===== src/rtl/sign_extend_stream.sv =====
// rtl/sign_extend_stream.sv - parametrised sign/zero extender with valid/ready stream and output FIFO
// Optional build macro SIGN_EXT_SHIFT_EN adds in_shl, a 0..3 left shift applied before storage.
module sign_extend_stream #(
    parameter int IN_WIDTH  = 3,
    parameter int OUT_WIDTH = 8,
    parameter int DEPTH     = 2
) (
    input  logic                         clock,
    input  logic                         reset_n,
    input  logic                         in_valid,
    output logic                         in_ready,
    input  logic [IN_WIDTH-1:0]          in_sign,
    input  logic                         in_mode,
`ifdef SIGN_EXT_SHIFT_EN
    input  logic [1:0]                   in_shl,
`endif
    output logic                         out_valid,
    input  logic                         out_ready,
    output logic [OUT_WIDTH-1:0]         out_sign,
    output logic                         out_neg,
    output logic [$clog2(DEPTH+1)-1:0]   fifo_level
);

    localparam int LVL_W = $clog2(DEPTH + 1);
    localparam int PTR_W = (DEPTH > 1) ? $clog2(DEPTH) : 1;
    localparam logic [OUT_WIDTH-1:0] LOW_MASK = OUT_WIDTH'({IN_WIDTH{1'b1}});
    localparam logic [PTR_W-1:0] LAST_PTR = PTR_W'(DEPTH - 1);
    localparam logic [LVL_W-1:0] FULL_LVL = LVL_W'(DEPTH);

    logic [OUT_WIDTH-1:0] r_data [DEPTH];
    logic [OUT_WIDTH-1:0] r_last;
    logic [PTR_W-1:0]     r_wptr;
    logic [PTR_W-1:0]     r_rptr;
    logic [LVL_W-1:0]     r_level;

    logic                 w_push;
    logic                 w_pop;
    logic                 w_fill;
    logic [OUT_WIDTH-1:0] w_ext;
    logic [OUT_WIDTH-1:0] w_store;

    assign w_push = in_valid && in_ready;
    assign w_pop  = out_valid && out_ready;

    // Upper bits come from the operand MSB only in sign mode; with equal widths the mask is empty.
    assign w_fill = in_mode & in_sign[IN_WIDTH-1];
    assign w_ext  = OUT_WIDTH'(in_sign) | (w_fill ? ~LOW_MASK : '0);

`ifdef SIGN_EXT_SHIFT_EN
    assign w_store = w_ext << in_shl;
`else
    assign w_store = w_ext;
`endif

    always_ff @(posedge clock or negedge reset_n) begin
        if (!reset_n) begin
            r_wptr  <= '0;
            r_rptr  <= '0;
            r_level <= '0;
            r_last  <= '0;
            for (int i = 0; i < DEPTH; i++) begin
                r_data[i] <= '0;
            end
        end else begin
            if (w_push) begin
                r_data[r_wptr] <= w_store;
                r_wptr         <= (r_wptr == LAST_PTR) ? '0 : r_wptr + 1'b1;
            end
            if (w_pop) begin
                r_last <= r_data[r_rptr];
                r_rptr <= (r_rptr == LAST_PTR) ? '0 : r_rptr + 1'b1;
            end
            case ({w_push, w_pop})
                2'b10:   r_level <= r_level + 1'b1;
                2'b01:   r_level <= r_level - 1'b1;
                default: r_level <= r_level;
            endcase
        end
    end

    // When empty the head shows the most recently popped value rather than a stale slot.
    assign out_valid  = (r_level != '0);
    assign out_sign   = out_valid ? r_data[r_rptr] : r_last;
    assign out_neg    = out_sign[OUT_WIDTH-1];
    assign in_ready   = reset_n && (r_level != FULL_LVL);
    assign fifo_level = r_level;

endmodule


===== config.mk =====
export PLATFORM = sky130hd
export DESIGN_NAME = sign_extend_stream
export DESIGN_NICKNAME = d
export VERILOG_FILES = /design/src/rtl/sign_extend_stream.sv
export SDC_FILE = /design/constraint.sdc
export NUM_CORES = 1
export LEC_CHECK = 0
export CORE_UTILIZATION = 25
export CTS_CLUSTER_DIAMETER = 80
export DETAILED_ROUTE_END_ITERATION = 8
export GPL_TIMING_DRIVEN = 1
export MAX_ROUTING_LAYER = met4
export SLEW_MARGIN = 20
export SYNTH_ARGS = -nofsm -noshare
export SYNTH_HDL_FRONTEND = slang
export SYNTH_SLANG_ARGS = --single-unit

===== constraint.sdc =====
create_clock -name clock -period 2.2 [get_ports clock]
set_input_delay 0.55 -clock clock [delete_from_list [all_inputs] [get_ports clock]]
set_output_delay 0.55 -clock clock [all_outputs]
set_load 0.005 [all_outputs]

Yosys cells after proc, flatten, opt, wreduce, memory -nomap -nowiden. Cells that the tools add are included.

Add/subtract/negate cells: 4. Magnitude comparators: 3. Muxes and demuxes: 11. Reduce and logical (&&, ||, !) cells: 6. Bitwise gates (word level): 4. Equality and inequality tests: 3.

Operator list (number): 8-bit two-way mux (6); 16-bit bitwise mux (1); 8-bit demux with 1-bit select (1); 3-bit by 8-bit bitwise OR with 8-bit output (1); 2-bit greater-or-equal comparator, second input constant (2); 1-bit logical AND (4); 1-bit inverter with 2-bit output (2); 2-bit one-hot mux with 2 select lines (1); 2-bit nonzero test (2); 1-bit adder, second input constant (2); 2-bit by 1-bit adder with 2-bit output, second input constant (1); 2-bit by 1-bit == test with 1-bit output, second input constant (1); 2-bit == test, second input constant (1); 2-bit by 1-bit less-than comparator with 1-bit output, second input constant (1); 1-bit two-way mux (2); 2-bit inequality test, second input constant (1); 2-bit by 1-bit subtractor with 2-bit output, second input constant (1); 1-bit AND (1).

Register bits after elaboration: 28. Output and inout port bits: 13. Input port bits: 8. Logic and storage cells: 37.

Logic depth before layout (Yosys ltp). Gate-level depths: netlist (run 1).

Depth in word-level cells: 6. Mapped depth: 6. Mapped depth without buffers: 6.

Worst setup path before layout (run 1). OpenSTA, ideal clock, no wires.

Path type: register -> output. Start: register r_level[0], in the netlist fifo_level[0]. End: output port out_sign[3]. Cell stages (with the launch flop): 5. Data required time: 1.650 ns. Path buffers: 2. Data arrival time: 1.410 ns. Path slack: 0.240 ns. Path through: dfrtp_1 > or2_2 > buf_2 > a21oi_1 > buf_4.

Longest elaborated chain between the ends: 2.

Ends and longest elaborated chain: start: declaration (RTL line 34) `logic [LVL_W-1:0] r_level;`; start signal: assignment (RTL line 74) `2'b10: r_level <= r_level + 1'b1;`; start signal: assignment (RTL line 75) `2'b01: r_level <= r_level - 1'b1;`; start signal: assignment (RTL line 76) `default: r_level <= r_level;`; 2-bit nonzero test (RTL line 82) `assign out_valid = (r_level != '0);`; named net out_valid (RTL line 17) `output logic out_valid,`; 8-bit two-way mux (RTL line 83) `assign out_sign = out_valid ? r_data[r_rptr] : r_last;`; end: declaration (RTL line 19) `output logic [OUT_WIDTH-1:0] out_sign,`.

The timed path passes the listed nets, and every way through them passes these cells.

Worst setup path after layout (run 1).
Start: register r_level[0], in the netlist fifo_level[0]. End: output port out_valid.

Longest elaborated chain between the ends: 1.

Ends and longest elaborated chain (RTL line): 2-bit nonzero test (82); end: declaration (17).

Every way passes these cells.

==> results.md, run 1 <==
- Critical path's top delay family: buffers and inverters
- Row Count: 20
- GPL Wtd Cong: a little over 0.7
- Crit-path slowest cell: clkdlybuf4s50_1
- CP required: approximately 1.7 ns
- Initial core utilization: 0.262
- Final Cycle Share: 0.948
- Cell count after placement: between 100 and 150
- DRC Markers: 0
- WHS Path Cells: 2
- Post-synth EDFFs: 0
- I/O pin count: 21
- Crit path DAT: approximately 1.5 ns
- Hold path start: r_last[1]$_DFFE_PN0P_
- Setup CP Type: reg2out
- Max_cap viols: 0
- Fin. Hold Viols: 0
- Worst Setup Start Kind: flip-flop
- Synth Instances: 67
- Reg-to-Reg Start: fifo_level[0]$_DFFE_PN0P_
- Max clock buf depth: 2
- Synthesis Warnings: 0
- Bufs and invs on worst path: 2
- Setup_tns: 0 ns
- Initial antenna violation count: 0
- Slowest stage delay, CP: 0.43 ns
- Layout cell share with drive strength beyond 1: 0.300
- Final Routed Wirelength: ~1300 um
- Routed vias: around 550
- Worst hold endpoint: r_last[1]$_DFFE_PN0P_
- Mapped Nets: between 70 and 80
- Port Buf Inserts: 20
- Die H: 58.3 um
- RSZ-0062 raised after global routing: false
- Worst-Skew Late Latency: about 0.28 ns
- Maximum vdd drop: ~0.33 mV
- Final setup violation count: 0
- Hold WC Path Type: reg2reg
- Placeable Area: just over 3000 um^2
- Final WS setup: between 0.1 and 0.15 ns
- Synth async-reset ratio: 1.00
- Post-CTS Hold Buffers: 0
- Fmax: 479 MHz
- Root Driver: clkbuf_4
- Max_slew headroom: 0.752
- Post-route ant nets: 0
- Top cell type's share of synthesized area: 0.505
- Worst slew pin tran: roughly 0.37 ns
- Seq cells post-synth: 16
- R2R cell count: 6
- CTS Sinks: 16
- CTS buffer count: 3
- Most common cell in the netlist: dfrtp_1
- P per Cell Area: approximately 1500 nW/um^2
- Area grow syn2layout: 37.9%
- TritonCTS clock tree: built
- Vias per cell: approximately 4.1
- Max-slew violation count: 0
- Antenna cells: 0
- Most frequent cells after synthesis: dfrtp_1 (16), mux2_2 (8), buf_4 (5), nor2_1 (5)
- Area contributors post-synth: dfrtp_1 (50%), mux2_2 (11%), mux2i_1 (5.0%)
- Total GRT Usage: 0.103
- Worst R2R End: fifo_level[1]$_DFFE_PN0P_
- Cell Area, Synth: 793 um^2
- Vias in the first global route: about 580
- CTS H-tree lvls: 1
- Top FF cell, synth: dfrtp_1
- First drt pass iteration count: 4
- Initial DRC Count: 12
- Clock slew seen by the registers of the worst setup and hold paths: 0.09 ns
- Clock period minus final worst setup slack: between 2 and 2.5 ns
- Syn_area_per_cell: approximately 12 um^2
- Count of cell types in the netlist: 22
- Largest area contributor in the netlist: dfrtp_1
- Grt ovf: 0
- Reg-to-reg setup timing slack: around 0.56 ns
- Crit. End Element: output port
- Crit path cell chain: or2_4 > buf_4 > clkdlybuf4s50_1
- Die area: 3400 um^2
- Layout net count: 100
- Largest net degree at the start of global routing: 20
- First-pass GRT wire length: 2500 um
- Post-synthesis sequential area ratio: 0.505
- Die Width: roughly 60 um
- Clock Skew: around 0.0030 ns
- CP Max Fanout: 5
- Pre-CTS setup slack: -0.00765 ns
- Leakage: between 0.4 and 0.5 nW
- Outcome: finished, final reports clean
- Detail Placement HPWL: between 1000 and 1500 um
- Post-Layout Cell Count: approximately 130
- Routed len/inst: 9.99 um
[logic make-up after synthesis]
| logic type | share of synthesized area |
|---|---|
| adders and majority gates | 0.0158 |
| xor gates and xnor gates | 0.0552 |
| and+or+nand+nor | 0.136 |
| DFF | 0.505 |
| muxes | 0.164 |
| AOI/OAI and AO/OA | 0.0615 |
| buffers and inverters | 0.0631 |
[power breakdown]
| part | leakage (nW) | internal (mW) | switching [mW] |
|---|---|---|---|
| sequential | 0.193 | 0.444 | 0.0960 |
| clock | 0.0210 | 0.101 | 0.0874 |
| combinational | 0.279 | 0.524 | 0.352 |
| total | 0.493 | 1.07 | 0.535 |
[state kept, by name, summed over array words and instances (netlist names)]
signal / flops
fifo_level: 2
r_wptr: 1
r_rptr: 1
r_last: 4
r_data: 8
[how the worst max path moves through the flow]
| stage | startpoint | cells after the start | slack (ns) | endpoint |
|---|---|---|---|---|
| floorplan | fifo_level[0]$_DFFE_PN0P_ | 4 | 0.24 | out_sign[3] |
| global placement | reset_n | 3 | 0.02 | in_ready |
| detailed placement | reset_n | 3 | -0.008 | in_ready |
| CTS | fifo_level[0]$_DFFE_PN0P_ | 3 | 0.04 | out_sign[2] |
| global route | r_rptr$_DFFE_PN0P_ | 4 | 0.01 | out_sign[1] |
| finish | fifo_level[0]$_DFFE_PN0P_ | 3 | 0.11 | out_valid |
[cells in the final DEF, fill, tap and decap left out]
cell and instances:
dfrtp_2 1, and2_1 1, o21ai_2 1, or2_4 1, clkbuf_4 3, and2_2 1
inv_1 1, a21oi_4 1, xnor2_1 4, and4b_4 1, buf_4 6, mux2_2 8
ha_1 1, mux2i_2 1, dlygate4sd2_1 9, nand3_1 1, nor2_1 5, o21ai_0 4
clkbuf_8 1, mux2i_1 3, dlymetal6s2s_1 1, dfrtp_1 15, xor2_1 1, nand4_4 1
nand2b_4 1, a21oi_1 3, clkdlybuf4s50_1 10, nand2_1 4
[final cells by class]
type	instances	area, um^2
Tap cell	44	55.1
Inverter	1	3.75
Multi-Input combinational cell	43	360
Clock buffer	4	36.3
Sequential cell	16	402
Timing Repair Buffer	26	236
Fill cell	301	1930
[routing by layer]
metal | vias to the layer above | track usage | routed length [um]
li1 | 272 | - | -
met1 | 257 | 0.122 | 623
met5 | - | - | 0
met2 | 15 | 0.159 | 648
met4 | 0 | 0.0816 | 27
met3 | 2 | 0.0132 | 38
[worst reg2reg max path, cell delays in order (launching register included)]
cell and delay [ns]:
dfrtp_1 0.39, buf_4 0.16, o21ai_2 0.34, inv_1 0.08
ha_1 0.34, nor2_1 0.13, xor2_1 0.14
[what timing repair did]
action                                  CTS  global route
endpoints found under the setup margin   10             1
hold endpoints to repair                  0             0
buffers inserted                          1             0
gates cloned                              0             0
resized for setup                        14             1
[stage by stage]
step                area [um^2]   util  hold slack (ns)  total power, mW
floorplan                   793      -            0.254             1.09
global placement           1040  0.343            0.463             1.45
detailed placement         1040  0.343            0.480             1.48
CTS                        1090  0.360            0.502             1.64
global route               1090  0.361            0.547             1.76
finish                     1090  0.361            0.493             1.60
Power figures use the tool's default switching activity.
==> inputs of run 2 (changes only) <==
--- a/config.mk
+++ b/config.mk
@@ -5,6 +5,7 @@
 export SDC_FILE = /design/constraint.sdc
 export NUM_CORES = 1
 export LEC_CHECK = 0
+export CORE_ASPECT_RATIO = 2
 export CORE_UTILIZATION = 25
 export CTS_CLUSTER_DIAMETER = 80
 export DETAILED_ROUTE_END_ITERATION = 8
==> run 2 against run 1 <==
Sequential share of layout area increased by 0.34 points. Clock skew shrank 0.00097 ns. Wire length rose by 6.1%. Non-clock buffer count decreased by 1. Critical path type unchanged. Highest routed layer unchanged.
==> results.md, run 2 (synthesized netlist as in run 1, its figures left out) <==
- Max clock buf depth: 2 (unchanged)
- Placeable Area: 2980 um^2 (was 3030 um^2)
- Post-route core utilization: 0.364 (was 0.361)
- Total GRT Usage: 0.0902 (was 0.103)
- Final setup violation count: 0 (unchanged)
- Max reg flops: 8 (unchanged)
- TritonCTS clock tree: built (unchanged)
- First-pass GRT wire length: 2170 um (was 2500 um)
- Root Driver: clkbuf_8 (was clkbuf_4)
- GPL Wtd Cong: 0.672 (was 0.710)
- Clock slew seen by the registers of the worst setup and hold paths: 0.06 ns (was 0.09 ns)
- Fin. Hold Viols: 0 (unchanged)
- Final Routed Wirelength: 1420 um (was 1340 um)
- Commonest cells after routing, fill and taps aside: dfrtp_1 (15), clkdlybuf4s50_1 (11), dlygate4sd2_1 (9) (was dfrtp_1 (15), clkdlybuf4s50_1 (10), dlygate4sd2_1 (9))
- Post-Layout Cell Count: 119 (was 134)
- Clock period minus final worst setup slack: 2.12 ns (was 2.09 ns)
- Final total power: 1.66 mW (was 1.60 mW)
- Hold WC Path Type: in2async (was reg2reg)
- Initial antenna violation count: 0 (unchanged)
- Cell count after placement: 115 (was 129)
- CTS buffer count: 3 (unchanged)
- Area grow syn2layout: 36.6% (was 37.9%)
- Routed vias: 539 (was 546)
- Max-slew violation count: 0 (unchanged)
- Layout net count: 99 (was 100)
- Initial DRC Count: 17 (was 12)
- Port Buf Inserts: 20 (unchanged)
- Post-route ant nets: 0 (unchanged)
- Final Cycle Share: 0.963 (was 0.948)
- Initial core utilization: 0.266 (was 0.262)
- CTS Sinks: 16 (unchanged)
- CTS H-tree lvls: 1 (unchanged)
- Setup CP Type: reg2out (unchanged)
- I/O pin count: 21 (unchanged)
- CP Max Fanout: 5 (unchanged)
- Worst slew pin tran: 0.381 ns (was 0.371 ns)
- Fmax: 472 MHz (was 479 MHz)
- Commonest non-fill, non-tap cell in the layout: dfrtp_1 (unchanged)
- DRC Markers: 0 (unchanged)
- Detail Placement HPWL: 1140 um (was 1050 um)
- Routed len/inst: 11.9 um (was 9.99 um)
- CP required: 1.65 ns (about the same)
- Crit. End Element: output port (unchanged)
- Max_slew headroom: 0.746 (was 0.752)
- Vias per cell: 4.53 (was 4.07)
- Maximum vdd drop: 0.627 mV (was 0.331 mV)
- Die Width: 41.8 um (was 58.3 um)
- Biggest register: r_data (unchanged)
- Largest net degree at the start of global routing: 20 (unchanged)
- Setup_tns: 0 ns (unchanged)
- Worst Setup Start Kind: flip-flop (unchanged)
- Max_cap viols: 0 (unchanged)
- Worst-Skew Late Latency: 0.24 ns (was 0.28 ns)
- Outcome: finished, final reports clean (unchanged)
- Antenna cells: 0 (unchanged)
- Layout cell share with drive strength beyond 1: 0.292 (was 0.300)
- Crit path DAT: 1.57 ns (was 1.54 ns)
- First drt pass iteration count: 2 (was 4)
- Clock Skew: 0.00203 ns (was 0.00300 ns)
- RSZ-0062 raised after global routing: false (unchanged)
- Row Count: 28 (was 20)
- Vias in the first global route: 486 (was 576)
- P per Cell Area: 1530 nW/um^2 (was 1470 nW/um^2)
- Die area: 3420 um^2 (was 3400 um^2)
- Die H: 81.7 um (was 58.3 um)
- Grt ovf: 0 (unchanged)
- Leakage: 0.487 nW (was 0.493 nW)
==> run 2: repair_timing <==
action                                  in CTS  in global routing
endpoints found under the setup margin       9                  0
hold buffers                                 0                  0
hold endpoints to repair                     0                  0
setup buffers                                0                  0
resized for setup                           14                  0
==> run 2: stage by stage <==
stage	setup slack [ns]	instance area [um^2]	hold slack [ns]
finish	0.0809	1080	0.478
global route	0.0304	1080	0.492
CTS	0.0611	1080	0.485
global placement	-0.107	1020	0.463
detailed placement	-0.0890	1020	0.471
floorplan	0.240	793	0.254
==> run 2: power by group <==
group	internal, mW	total (mW)	switching (mW)
Clock	0.158	0.251	0.0921
Sequential	0.446	0.544	0.0983
Combinational	0.516	0.865	0.349
Total	1.12	1.66	0.539
==> run 2: area by class of cell <==
| cell class | count | area (um^2) |
|---|---|---|
| fillers | 301 | 1890 |
| inverters | 1 | 3.75 |
| repair buffers | 25 | 226 |
| well taps | 30 | 37.5 |
| flip-flops and latches | 16 | 402 |
| clock buffers | 4 | 55.1 |
| multi-input cells | 43 | 359 |
==> run 2: per-layer routing <==
metal  wire length (um)  track usage  vias up
met5                  0            -        -
met3                 46       0.0154        4
met4                 49       0.0774        0
met1                547       0.0830      262
li1                   -            -      263
met2                776        0.158       10
==> run 2: worst paths after layout <==
check / end / startpoint / slack (ns) / cells after the start
min: r_last[2]$_DFFE_PN0P_ / reset_n / 0.48 / 2
max: in_ready / fifo_level[0]$_DFFE_PN0P_ / 0.08 / 4
max reg2reg: fifo_level[1]$_DFFE_PN0P_ / fifo_level[0]$_DFFE_PN0P_ / 0.54 / 6
max in group asynchronous: r_rptr$_DFFE_PN0P_ / reset_n / 1.50 / 2
min reg2reg: r_last[2]$_DFFE_PN0P_ / r_last[2]$_DFFE_PN0P_ / 0.48 / 2
min in group clock: r_last[2]$_DFFE_PN0P_ / r_last[2]$_DFFE_PN0P_ / 0.48 / 2
==> run 2: worst max-delay path, cell delays in order, from the launching register on <==
cell and delay [ns]:
dfrtp_1 0.38, buf_4 0.16, nand2b_4 0.16, and2_2 0.19, clkdlybuf4s50_1 0.44
